$ cat config.mk
export PLATFORM = sky130hd
export DESIGN_NAME = alu_result_feedback
export DESIGN_NICKNAME = d
export VERILOG_FILES = /design/src/rtl/alu_result_feedback_pkg.sv /design/src/rtl/Delay_Line.sv /design/src/rtl/thread_state_bank.sv /design/src/rtl/alu_result_feedback.sv
export SDC_FILE = /design/constraint.sdc
export NUM_CORES = 1
export LEC_CHECK = 0
export ABC_AREA = 1
export BUFFER_PORTS_ARGS = -buffer_cell sky130_fd_sc_hd__buf_2
export CAP_MARGIN = 20
export CORE_ASPECT_RATIO = 1.2
export CORE_UTILIZATION = 45
export DETAILED_ROUTE_END_ITERATION = 6
export PLACE_DENSITY = 0.61
export SLEW_MARGIN = 10
export SYNTH_ARGS = -nofsm -noshare
export SYNTH_HDL_FRONTEND = slang
export SYNTH_SLANG_ARGS = --single-unit
$ cat constraint.sdc
create_clock -name clock -period 4.6 [get_ports clock]
set_input_delay 0.92 -clock clock [delete_from_list [all_inputs] [get_ports clock]]
set_output_delay 0.92 -clock clock [all_outputs]
set_load 0.03 [all_outputs]
$ cat src/rtl/alu_result_feedback_pkg.sv
// rtl/alu_result_feedback_pkg.sv - shared defaults and thread-index width helper
package alu_result_feedback_pkg;

  localparam int DEF_WORD_WIDTH      = 36;
  localparam int DEF_THREAD_COUNT    = 8;
  localparam int DEF_FEEDBACK_STAGES = 4;

  // A single-thread configuration still needs a 1-bit index port.
  function automatic int thread_idx_width(input int count);
    return (count > 1) ? $clog2(count) : 1;
  endfunction

endpackage

$ cat src/rtl/Delay_Line.sv
// rtl/Delay_Line.sv - fixed-depth register pipeline, one word per cycle, no stall
module Delay_Line
  import alu_result_feedback_pkg::*;
#(
  parameter int WIDTH = DEF_WORD_WIDTH,
  parameter int DEPTH = DEF_FEEDBACK_STAGES - 1
) (
  input  logic             clock,
  input  logic             reset_n,
  input  logic [WIDTH-1:0] i_data,
  output logic [WIDTH-1:0] o_data
);

  logic [WIDTH-1:0] r_stage [DEPTH];

  always_ff @(posedge clock or negedge reset_n) begin
    if (!reset_n) begin
      for (int i = 0; i < DEPTH; i++) begin
        r_stage[i] <= '0;
      end
    end else begin
      r_stage[0] <= i_data;
      for (int i = 1; i < DEPTH; i++) begin
        r_stage[i] <= r_stage[i-1];
      end
    end
  end

  assign o_data = r_stage[DEPTH-1];

endmodule

$ cat src/rtl/thread_state_bank.sv
// rtl/thread_state_bank.sv - per-thread S word and sticky flags, registered read with write-first bypass
module thread_state_bank
  import alu_result_feedback_pkg::*;
#(
  parameter  int WIDTH = DEF_WORD_WIDTH,
  parameter  int COUNT = DEF_THREAD_COUNT,
  localparam int IW    = thread_idx_width(COUNT)
) (
  input  logic             clock,
  input  logic             reset_n,
  input  logic             i_wr_en,
  input  logic [IW-1:0]    i_wr_idx,
  input  logic [WIDTH-1:0] i_wr_data,
  input  logic             i_flag_clear,
  input  logic             i_carry,
  input  logic             i_overflow,
  input  logic [IW-1:0]    i_rd_idx,
  output logic [WIDTH-1:0] o_rd_data,
  output logic             o_rd_carry,
  output logic             o_rd_overflow
);

  logic [WIDTH-1:0] r_slot [COUNT];
  logic [COUNT-1:0] r_carry;
  logic [COUNT-1:0] r_overflow;
  logic [WIDTH-1:0] r_rd_data;
  logic             r_rd_carry;
  logic             r_rd_overflow;

  logic w_hit;
  logic w_carry_next;
  logic w_overflow_next;

  // Clear is applied before the OR so a same-cycle set survives the clear.
  assign w_carry_next    = (i_flag_clear ? 1'b0 : r_carry[i_wr_idx])    | i_carry;
  assign w_overflow_next = (i_flag_clear ? 1'b0 : r_overflow[i_wr_idx]) | i_overflow;
  assign w_hit           = (i_rd_idx == i_wr_idx);

  always_ff @(posedge clock or negedge reset_n) begin
    if (!reset_n) begin
      for (int i = 0; i < COUNT; i++) begin
        r_slot[i] <= '0;
      end
      r_carry       <= '0;
      r_overflow    <= '0;
      r_rd_data     <= '0;
      r_rd_carry    <= 1'b0;
      r_rd_overflow <= 1'b0;
    end else begin
      if (i_wr_en) begin
        r_slot[i_wr_idx] <= i_wr_data;
      end
      r_carry[i_wr_idx]    <= w_carry_next;
      r_overflow[i_wr_idx] <= w_overflow_next;
      r_rd_data     <= (i_wr_en && w_hit) ? i_wr_data : r_slot[i_rd_idx];
      r_rd_carry    <= w_hit ? w_carry_next : r_carry[i_rd_idx];
      r_rd_overflow <= w_hit ? w_overflow_next : r_overflow[i_rd_idx];
    end
  end

  assign o_rd_data     = r_rd_data;
  assign o_rd_carry    = r_rd_carry;
  assign o_rd_overflow = r_rd_overflow;

endmodule

$ cat src/rtl/alu_result_feedback.sv
// rtl/alu_result_feedback.sv - round-robin ALU result feedback: delayed R, per-thread S and sticky flags
module alu_result_feedback
  import alu_result_feedback_pkg::*;
#(
  parameter  int WORD_WIDTH      = DEF_WORD_WIDTH,
  parameter  int THREAD_COUNT    = DEF_THREAD_COUNT,
  parameter  int FEEDBACK_STAGES = DEF_FEEDBACK_STAGES,
  localparam int TIW             = thread_idx_width(THREAD_COUNT)
) (
  input  logic                  clock,
  input  logic                  reset_n,
  input  logic [WORD_WIDTH-1:0] Ra,
  input  logic                  carry_in,
  input  logic                  overflow_in,
  input  logic                  S_write,
  input  logic                  flag_clear,
  output logic [WORD_WIDTH-1:0] R,
  output logic                  R_zero,
  output logic                  R_negative,
  output logic [WORD_WIDTH-1:0] S,
  output logic                  carry_flag,
  output logic                  overflow_flag,
  output logic [TIW-1:0]        thread_in,
  output logic [TIW-1:0]        thread_out
);

  localparam logic [TIW-1:0] FS_MOD = TIW'(FEEDBACK_STAGES % THREAD_COUNT);

  logic [TIW-1:0]        r_thread_in;
  logic [TIW-1:0]        r_thread_out;
  logic [TIW-1:0]        w_thread_in_next;
  logic [TIW-1:0]        w_thread_out_next;
  logic [WORD_WIDTH-1:0] w_stage_pre;
  logic [WORD_WIDTH-1:0] r_R;
  logic                  r_R_zero;
  logic                  r_R_negative;

  // thread_out is derived from thread_in so the two can never drift apart.
  assign w_thread_in_next  = r_thread_in + TIW'(1);
  assign w_thread_out_next = w_thread_in_next - FS_MOD;

  always_ff @(posedge clock or negedge reset_n) begin
    if (!reset_n) begin
      r_thread_in  <= '0;
      r_thread_out <= '0;
    end else begin
      r_thread_in  <= w_thread_in_next;
      r_thread_out <= w_thread_out_next;
    end
  end

  Delay_Line #(
    .WIDTH (WORD_WIDTH),
    .DEPTH (FEEDBACK_STAGES - 1)
  ) u_ra_delay (
    .clock   (clock),
    .reset_n (reset_n),
    .i_data  (Ra),
    .o_data  (w_stage_pre)
  );

  // Final stage: status bits come from the previous stage so they stay off R's output path.
  always_ff @(posedge clock or negedge reset_n) begin
    if (!reset_n) begin
      r_R          <= '0;
      r_R_zero     <= 1'b0;
      r_R_negative <= 1'b0;
    end else begin
      r_R          <= w_stage_pre;
      r_R_zero     <= (w_stage_pre == '0);
      r_R_negative <= w_stage_pre[WORD_WIDTH-1];
    end
  end

  thread_state_bank #(
    .WIDTH (WORD_WIDTH),
    .COUNT (THREAD_COUNT)
  ) u_bank (
    .clock         (clock),
    .reset_n       (reset_n),
    .i_wr_en       (S_write),
    .i_wr_idx      (r_thread_in),
    .i_wr_data     (Ra),
    .i_flag_clear  (flag_clear),
    .i_carry       (carry_in),
    .i_overflow    (overflow_in),
    .i_rd_idx      (w_thread_out_next),
    .o_rd_data     (S),
    .o_rd_carry    (carry_flag),
    .o_rd_overflow (overflow_flag)
  );

  assign R          = r_R;
  assign R_zero     = r_R_zero;
  assign R_negative = r_R_negative;
  assign thread_in  = r_thread_in;
  assign thread_out = r_thread_out;

endmodule
### After elaboration in Yosys (flattened, before gate mapping)

Cells that the tools add are included.

| operators by class | value |
|---|---|
| $add $sub $neg | 2 |
| $lt $le $gt $ge | 6 |
| eq/ne operators | 1 |
| muxes and demuxes | 23 |
| bitwise logic cells | 4 |
| reductions and logical operators | 4 |

Operators by type and width:

| cell | count |
|---|---|
| 288-bit bitwise mux | 1 |
| 36-bit 2-to-1 mux | 4 |
| 36-bit binary-select mux with 3-bit select | 1 |
| 36-bit demux with 3-bit select | 1 |
| 36-bit logical NOT | 1 |
| 8-bit bitwise mux | 2 |
| 1-bit binary-select mux with 3-bit select | 4 |
| 1-bit 2-to-1 mux | 9 |
| 4-bit greater-or-equal comparator, second input constant | 2 |
| 3-bit by 4-bit < comparator with 1-bit output, second input constant | 2 |
| 3-bit inverter with 4-bit output | 2 |
| 4-bit by 1-bit < comparator with 1-bit output, second input constant | 1 |
| 3-bit by 1-bit adder with 3-bit output, second input constant | 1 |
| 1-bit demux with 3-bit select | 1 |
| 3-bit == test | 1 |
| 3-bit by 1-bit greater-or-equal comparator with 1-bit output, second input constant | 1 |
| 1-bit logical AND | 3 |
| 3-bit subtractor, second input constant | 1 |
| 1-bit bitwise OR | 2 |

| storage, ports and cells | value |
|---|---|
| register bits after elaboration | 494 |
| input bits | 42 |
| output and inout bits | 82 |
| word-level logic and storage cells | 61 |

### Logic depth before layout (Yosys ltp)

Gate-level depths: netlist of the first run.

| logic depth | value |
|---|---|
| word-level depth | 7 |
| depth in mapped cells | 13 |
| gate-level depth less buffers | 11 |

### Hierarchy

Synthesis of the first run repeated with hierarchy kept, for this count alone.

| second synthesis, totals | value |
|---|---|
| cell total of the unflattened synthesis | 2013 |
| area total of the unflattened synthesis | 19384.8 µm² |

Modules (own cells, without submodules):

| module | times used | cells an instance | area an instance (µm²) | sequential area each (µm²) |
|---|---|---|---|---|
| thread_state_bank | 1 | 1788 | 15208.3 | 8558.2 |
| Delay_Line | 1 | 144 | 2972.9 | 2702.6 |
| alu_result_feedback | 1 | 81 | 1203.7 | 1026.0 |

### Least setup slack after synthesis of the first run

OpenSTA, ideal clock, no wires.

| timing | value |
|---|---|
| path kind | register to register |
| from | reg, netlist name thread_out[0] |
| to | reg u_bank.r_rd_data[10], in the netlist u_bank.o_rd_data[10] |
| library setup time | 0.141 ns |
| arrival time | 1.652 ns |
| data required time | 4.459 ns |
| slack | 2.807 ns |
| stages on the path, launching flop included | 8 |
| path buffers | 2 |
| clock period less this slack | 1.793 ns |
| cell sequence | dfrtp_1 ha_1 inv_1 buf_2 clkbuf_1 nor2_1 o21ai_0 a31oi_1 |

RTL lines:

| item | RTL line | text |
|---|---|---|
| to (signal assigned) | thread_state_bank.sv:55 | `r_rd_data <= (i_wr_en && w_hit) ? i_wr_data : r_slot[i_rd_idx];` |
| to (decl) | thread_state_bank.sv:26 | `logic [WIDTH-1:0] r_rd_data;` |

==> summary.txt, run 1 <==
CTS
  – CTS Buf Count: 49
  – CTS clk-pin slew, worst paths: 0.06 ns
  – CTS max path bufs: 3
  – Post-CTS sizing: 0
  – Worst skew pair latency: 0.57 ns
  – CTS HTree Levels: 2
  – Post-CTS setup buffer count: 0
  – CTS tree: yes
  – Root buffer cell: clkbuf_16
  – Clk sinks: 491
  – CTS Hold Buffers Added: 0

STA
  – Tightest Pin Transition: 1.08 ns
  – Clock Skew: 0.0133 ns
  – Tcrit/Tclk final: 63.8%
  – Minimum clock period: 2.93 ns
  – TNS Setup: 0 ns
  – Max transition margin: 27.8%
  – Unrepaired setup endpoints after global routing: false
  – Highest Clock Rate: 341 MHz
  – Final Setup Violations: 0
  – Final Max Tran Viols: 0
  – Final hold viol count: 0

Synthesis
  – Mapped Cells: 1863
  – Post-Syn Nets: 1906
  – Syn avg cell area: 10.1 µm²
  – Yosys warnings: 0
  – Register area share after synthesis: 65.5%
  – Netlist Area Pre-Place: 18700 µm²
  – Post-synth cell types: 34
  – Yosys reg bits: 491

Floorplan
  – Initial Util: 45.8%
  – Die area: 42500 µm²
  – Core Footprint: 40900 µm²
  – Ports: 124
  – Site Rows: 81
  – Die Width: 188 µm
  – Die H: 226 µm

Run
  – Max-cap violations: 0

Worst setup path
  – WP data required: 3.68 ns
  – CP endpoint kind: output pin
  – Critical-path maximum fanout: 72
  – CP peak stage delay: 0.66 ns
  – Worst setup path class: reg -> out
  – Buf/Inv on CP: 2
  – Critical Path AT: 2.01 ns
  – CP cell instances: buf_4 > buf_2
  – Delay-heaviest family, CP: buffers and inverters
  – Setup crit start kind: register
  – Slowest cell on crit path: buf_4

Pwr
  – Leakage: 10.0 nW
  – Tot Pwr: 0.00956 W
  – VDD IR-drop max: 0.252 mV
  – Pwr per Cell Area: 450 nW/µm²

Place
  – Detailed placement HPWL: 23300 µm
  – PortBufs: 123
  – RD Place Congestion: 0.809

Drt
  – First-pass iteration count of the detailed router: 7
  – Routed Antenna Nets: 0
  – Detailed Route WL: 42600 µm
  – Wire per inst: 17.0 µm
  – Initial DRC count: 928
  – Avg Vias per Cell: 5.17
  – DR vias: 13000
  – # DRC: 0

Global route
  – First-pass GRT wire length: 69700 µm
  – GR Overflow Total: 0
  – Vias in the first global route: 13000
  – Largest net degree at the start of global routing: 121
  – GRT Resource Usage Total: 20.7%
  – Initial antenna violation count: 0

Cells and area
  – # nets final: 1976
  – Share of layout cells above drive strength 1: 14.6%
  – Antenna Cells: 0
  – Layout area overhead: 13.4%

Outcome
  – Outcome: finished, final reports clean

Worst hold path
  – Hold Crit Class: reg -> reg
-- power breakdown --
group / total (W) / internal [W] / switching [W]
clock network: 0.00414 / 0.00249 / 0.00164
registers: 0.00480 / 0.00465 / 0.000158
logic: 0.000618 / 0.000206 / 0.000412
total: 0.00956 / 0.00734 / 0.00221
-- through the flow --
step	hold WS (ns)	util [%]	area (µm²)	setup WS, ns	instances
CTS	0.339	51.9	21200	1.64	2507
finish	0.338	51.9	21300	1.67	2508
floorplan	0.331	-	18700	2.81	1863
detailed placement	0.335	47.7	19500	1.83	2420
global placement	0.332	47.7	19500	1.96	2420
global route	0.345	51.9	21300	1.57	2508
-- sequential cells by signal (all words and copies together) (netlist names) --
signal / cells
R: 36
thread_in: 1
u_bank.r_slot: 288
u_ra_delay.o_data: 36
R_zero: 1
u_bank.o_rd_carry: 1
u_ra_delay.r_stage: 72
thread_out: 3
u_bank.r_carry: 8
u_bank.o_rd_overflow: 1
u_bank.o_rd_data: 36
u_bank.r_overflow: 8
-- cells in the mapped netlist, drive strengths merged --
| cell | n | area [µm²] |
|---|---|---|
| a21oi | 1 | 5.00 |
| a31oi | 38 | 238 |
| buf | 79 | 538 |
| clkbuf | 43 | 166 |
| dfrtp | 491 | 12300 |
| ha | 1 | 12.5 |
| inv | 54 | 210 |
| nand2 | 381 | 1480 |
| nand3 | 3 | 15.0 |
| nand3b | 1 | 7.51 |
| nand4 | 5 | 31.3 |
| nor2 | 277 | 1080 |
| nor3 | 3 | 37.5 |
| nor4 | 7 | 43.8 |
| o21ai | 441 | 2340 |
| o22ai | 37 | 231 |
| xnor2 | 1 | 16.3 |
-- path summary, 6_finish.rpt --
kind	cells past startpoint	to	from	slack (ns)
hold reg to reg	0	u_ra_delay.r_stage[63]	u_ra_delay.r_stage[99]	0.34
hold / removal	0	u_ra_delay.r_stage[63]	u_ra_delay.r_stage[99]	0.34
setup reg to reg	7	u_bank.o_rd_data[34]	thread_out[1]	1.86
min in group asynchronous	1	u_bank.r_slot[37]	reset_n	0.48
max in group asynchronous	2	R[9]	reset_n	3.15
setup / recovery	2	thread_in[0]	thread_out[0]	1.67
-- cells in the final DEF (no fill, tap or decap), types with 4 or more instances in the layout --
master	count
dfrtp_1	490
nand2_1	370
o21ai_0	336
nor2_1	272
buf_2	122
o21ai_1	69
clkbuf_16	50
inv_1	44
a31oi_1	38
o22ai_1	37
o21ai_2	36
buf_4	13
clkbuf_8	10
clkinv_2	9
inv_2	8
nand2_4	8
nor4_1	7
clkbuf_1	7
bufinv_16	6
nand4_1	5
inv_6	4
buf_12	4
-- cell families after synthesis --
family | share of synthesized area (%)
xor+xnor | 0.0868
simple gates | 14.4
fa+ha+maj | 0.0667
compound gates | 15.0
flops | 65.5
buf+inv | 4.88
-- cell type report --
| cell class | instances | area [µm²] |
|---|---|---|
| well taps | 539 | 674 |
| clock inverters | 20 | 275 |
| inverters | 54 | 210 |
| flip-flops and latches | 491 | 12300 |
| repair buffers | 141 | 831 |
| fillers | 3823 | 19700 |
| multi-input cells | 1196 | 5560 |
| clock buffers | 67 | 1420 |
-- worst reg2reg max path: cells and delay by family (launching register included) --
kind | cells | cell delay [ns]
AO/OA/AOI/OAI | 3 | 0.48
adder cells (fa/ha/maj) | 1 | 0.39
buffers and inverters | 2 | 1.12
flip-flops | 1 | 0.61
AND/OR/NAND/NOR | 1 | 0.06
-- routing by layer --
layer	GRT usage (%)	wire length, µm	part of all wire, %
met3	3.09	1560	3.7
met1	26.8	19100	45
met4	7.00	1100	2.6
met5	0	0	0
met2	35.6	20900	49
No activity file was read; power rests on OpenSTA's default activity.
==> run 2, diff against run 1 <==
ABC_AREA = 0   (was 1)
PLACE_DENSITY = 0.64   (was 0.61)
clock period = 2.6 ns   (was 4.6 ns; I/O delays follow)
==> run 2 against run 1 <==
Net effect:
- sequential power up 79%
- synthesized cell count down 44%
- power up 79%
- clock-buffer cell count up 2
- largest power group unchanged
- highest routed layer unchanged
==> summary.txt, run 2 <==
CTS
  – CTS tree: yes
  – Post-CTS setup buffer count: 0 (unchanged)
  – CTS Buf Count: 49 (unchanged)
  – Clk sinks: 491 (unchanged)
  – CTS clk-pin slew, worst paths: 0.06 ns (about the same)
  – CTS max path bufs: 3 (unchanged)
  – Worst skew pair latency: 0.57 ns (about the same)
  – CTS HTree Levels: 2 (unchanged)
  – Root buffer cell: clkbuf_16
  – CTS Hold Buffers Added: 1 (+1)
  – Post-CTS sizing: 0 (unchanged)

STA
  – Tcrit/Tclk final: 80.3%
  – Max transition margin: 46.7% (+19 points)
  – Minimum clock period: 2.09 ns
  – Final Setup Violations: 0 (unchanged)
  – Final hold viol count: 0 (unchanged)
  – Unrepaired setup endpoints after global routing: false
  – Clock Skew: 0.0179 ns (+0.00458 ns)
  – Tightest Pin Transition: 0.792 ns (-0.291 ns)
  – Highest Clock Rate: 479 MHz
  – Final Max Tran Viols: 0 (unchanged)
  – TNS Setup: 0 ns (unchanged)

Pwr
  – VDD IR-drop max: 0.576 mV (+130%)
  – Leakage: 9.32 nW (-7.2%)
  – Pwr per Cell Area: 787 nW/µm² (+75%)

Synthesis
  – Ys async rst share: 100% (unchanged)
  – Yosys reg bits: 491 (unchanged)
  – Syn avg cell area: 18.0 µm² (+79%)
  – Top-area cell type share of the netlist area: 66.1% (+0.53 points)
  – Biggest area consumer among synthesized cells: dfrtp_1
  – Number of flops mapped to enable cells by yosys: 0 (unchanged)
  – Register area share after synthesis: 66.1% (+0.53 points)
  – Post-Syn Nets: 1077 (-43%)
  – Main synth FF type: dfrtp_1
  – Most frequent cells after synthesis: 491 x dfrtp_1, 323 x mux2_2, 76 x mux4_2, 32 x buf_2, 12 x nor2_1
  – Mapped Cells: 1034 (-44%)
  – Netlist Area Pre-Place: 18600 µm² (-0.80%)
  – Post-synth cell types: 38 (+12%)
  – Area contributors post-synth: dfrtp_1 66%, mux2_2 20%, mux4_2 9.2%
  – Yosys warnings: 0 (unchanged)
  – Count leader, synth: dfrtp_1

Cells and area
  – Register Area: 12300 µm² (unchanged)
  – Most frequent cells in the layout: 490 x dfrtp_1, 323 x mux2_2, 122 x buf_2
  – Share of layout cells above drive strength 1: 52.9% (+38 points)
  – Max FFs per register: 288 (unchanged)
  – Filler cells: 3298 (-14%)
  – Final Cell Area: 21700 µm² (+2.1%)
  – Largest reg by FF count: u_bank.r_slot
  – Layout area overhead: 16.7%
  – # nets final: 1227 (-38%)
  – Multi-input logic area: 6010 µm² (+8.0%)
  – Antenna Cells: 0 (unchanged)
  – Most common cell after layout, fill and taps aside: dfrtp_1
  – Largest regs: u_bank.r_slot (288), u_ra_delay.r_stage (72)

Drt
  – Avg Vias per Cell: 5.32 (+2.9%)
  – First-pass iteration count of the detailed router: 4 (-3)
  – DR vias: 9363 (-28%)
  – Detailed Route WL: 36900 µm (-13%)
  – # DRC: 0 (unchanged)
  – Routed Antenna Nets: 0 (unchanged)
  – Wire per inst: 21.0 µm (+23%)
  – Initial DRC count: 402 (-57%)

Place
  – PortBufs: 123 (unchanged)
  – RD Place Congestion: 0.823 (+1.8%)
  – Detailed placement HPWL: 21600 µm (-7.3%)
  – Placed cell area: 20000 µm² (+2.5%)

Global route
  – GRT Resource Usage Total: 18.3% (-2.4 points)
  – Largest net degree at the start of global routing: 103 (-15%)
  – Initial antenna violation count: 1 (+1)
  – Vias in the first global route: 10200 (-21%)
  – First-pass GRT wire length: 59300 µm (-15%)
  – GR Overflow Total: 0 (unchanged)

Worst setup path
  – Critical Path AT: 2.54 ns (+0.53 ns)
  – CP endpoint kind: register
  – Worst setup path class: reg -> reg
  – Setup crit start kind: register
  – Critical-path maximum fanout: 27 (-63%)
  – WP data required: 3.05 ns (-0.63 ns)

Floorplan
  – Die H: 225 µm (-0.40%)
  – Die Width: 188 µm (-0.40%)
  – Ports: 124 (unchanged)
  – Initial Util: 45.6% (-0.14 points)
  – Die area: 42100 µm² (-0.79%)
  – Site Rows: 81 (unchanged)
  – Core Footprint: 40700 µm² (-0.50%)

Worst hold path
  – Hold Crit Class: in -> reg

Outcome
  – Outcome: finished, final reports clean

Run
  – Max-cap violations: 0 (unchanged)
==> run 2: power breakdown <==
part / total, W / switching, W / internal (W)
Combinational: 0.00130 / 0.000624 / 0.000676
Sequential: 0.00858 / 0.000296 / 0.00828
Clock: 0.00721 / 0.00290 / 0.00431
Total: 0.0171 / 0.00382 / 0.0133
==> run 2: final timing paths <==
path                                        start                endpoint  slack (ns)  cells after the start
setup reg to reg                    thread_out[0]    u_bank.o_rd_data[31]        0.51                      4
max in group asynchronous                 reset_n                    R[9]        1.29                      3
setup / recovery                    thread_out[0]    u_bank.o_rd_data[31]        0.51                      4
hold / removal                              Ra[7]  u_ra_delay.r_stage[79]        0.15                      1
min in group asynchronous                 reset_n    u_ra_delay.o_data[1]        0.45                      2
hold reg to reg            u_ra_delay.r_stage[95]  u_ra_delay.r_stage[59]        0.34                      0
==> run 2: cell families after synthesis <==
logic type / Yosys count / synth area share, %
AO/OA/AOI/OAI: 21 / 0.848
XOR/XNOR: 1 / 0.0471
AND/OR/NAND/NOR: 51 / 1.63
flip-flops: 491 / 66.1
buffers and inverters: 58 / 1.90
adder cells (fa/ha/maj): 1 / 0.0673
multiplexers: 411 / 29.4
==> run 2: critical path, stage by stage, from the launching register on <==
cell	delay, ns
dfrtp_4	0.57
ha_4	0.51
buf_12	0.26
mux4_2	0.34
mux2_2	0.27
==> run 2: final cells by class <==
class	instances	area share (%)
timing repair buffer	154	4.83
clock inverter	20	1.18
tap	539	3.11
inverter	3	0.0519
multi-input combinational	485	27.7
clock buffer	69	6.55
sequential	491	56.6
==> run 2: routing by layer <==
layer	vias to the layer above	share of wire, %	global-route usage [%]
met4	0	2.0	4.88
met1	5033	45	25.2
met5	-	0	0
met2	173	50	30.5
met3	57	3.5	2.87
li1	4100	-	-
==> run 2: per-stage QoR <==
step	power [W]	setup WS, ns	utilization, %	std cells	hold slack [ns]
floorplan	0.00947	0.479	-	1034	0.224
global placement	0.00997	0.514	49.1	1671	0.332
detailed placement	0.0100	0.511	49.1	1671	0.335
CTS	0.0173	0.498	53.3	1761	0.122
global route	0.0178	0.432	53.3	1761	0.131
finish	0.0171	0.511	53.3	1761	0.153
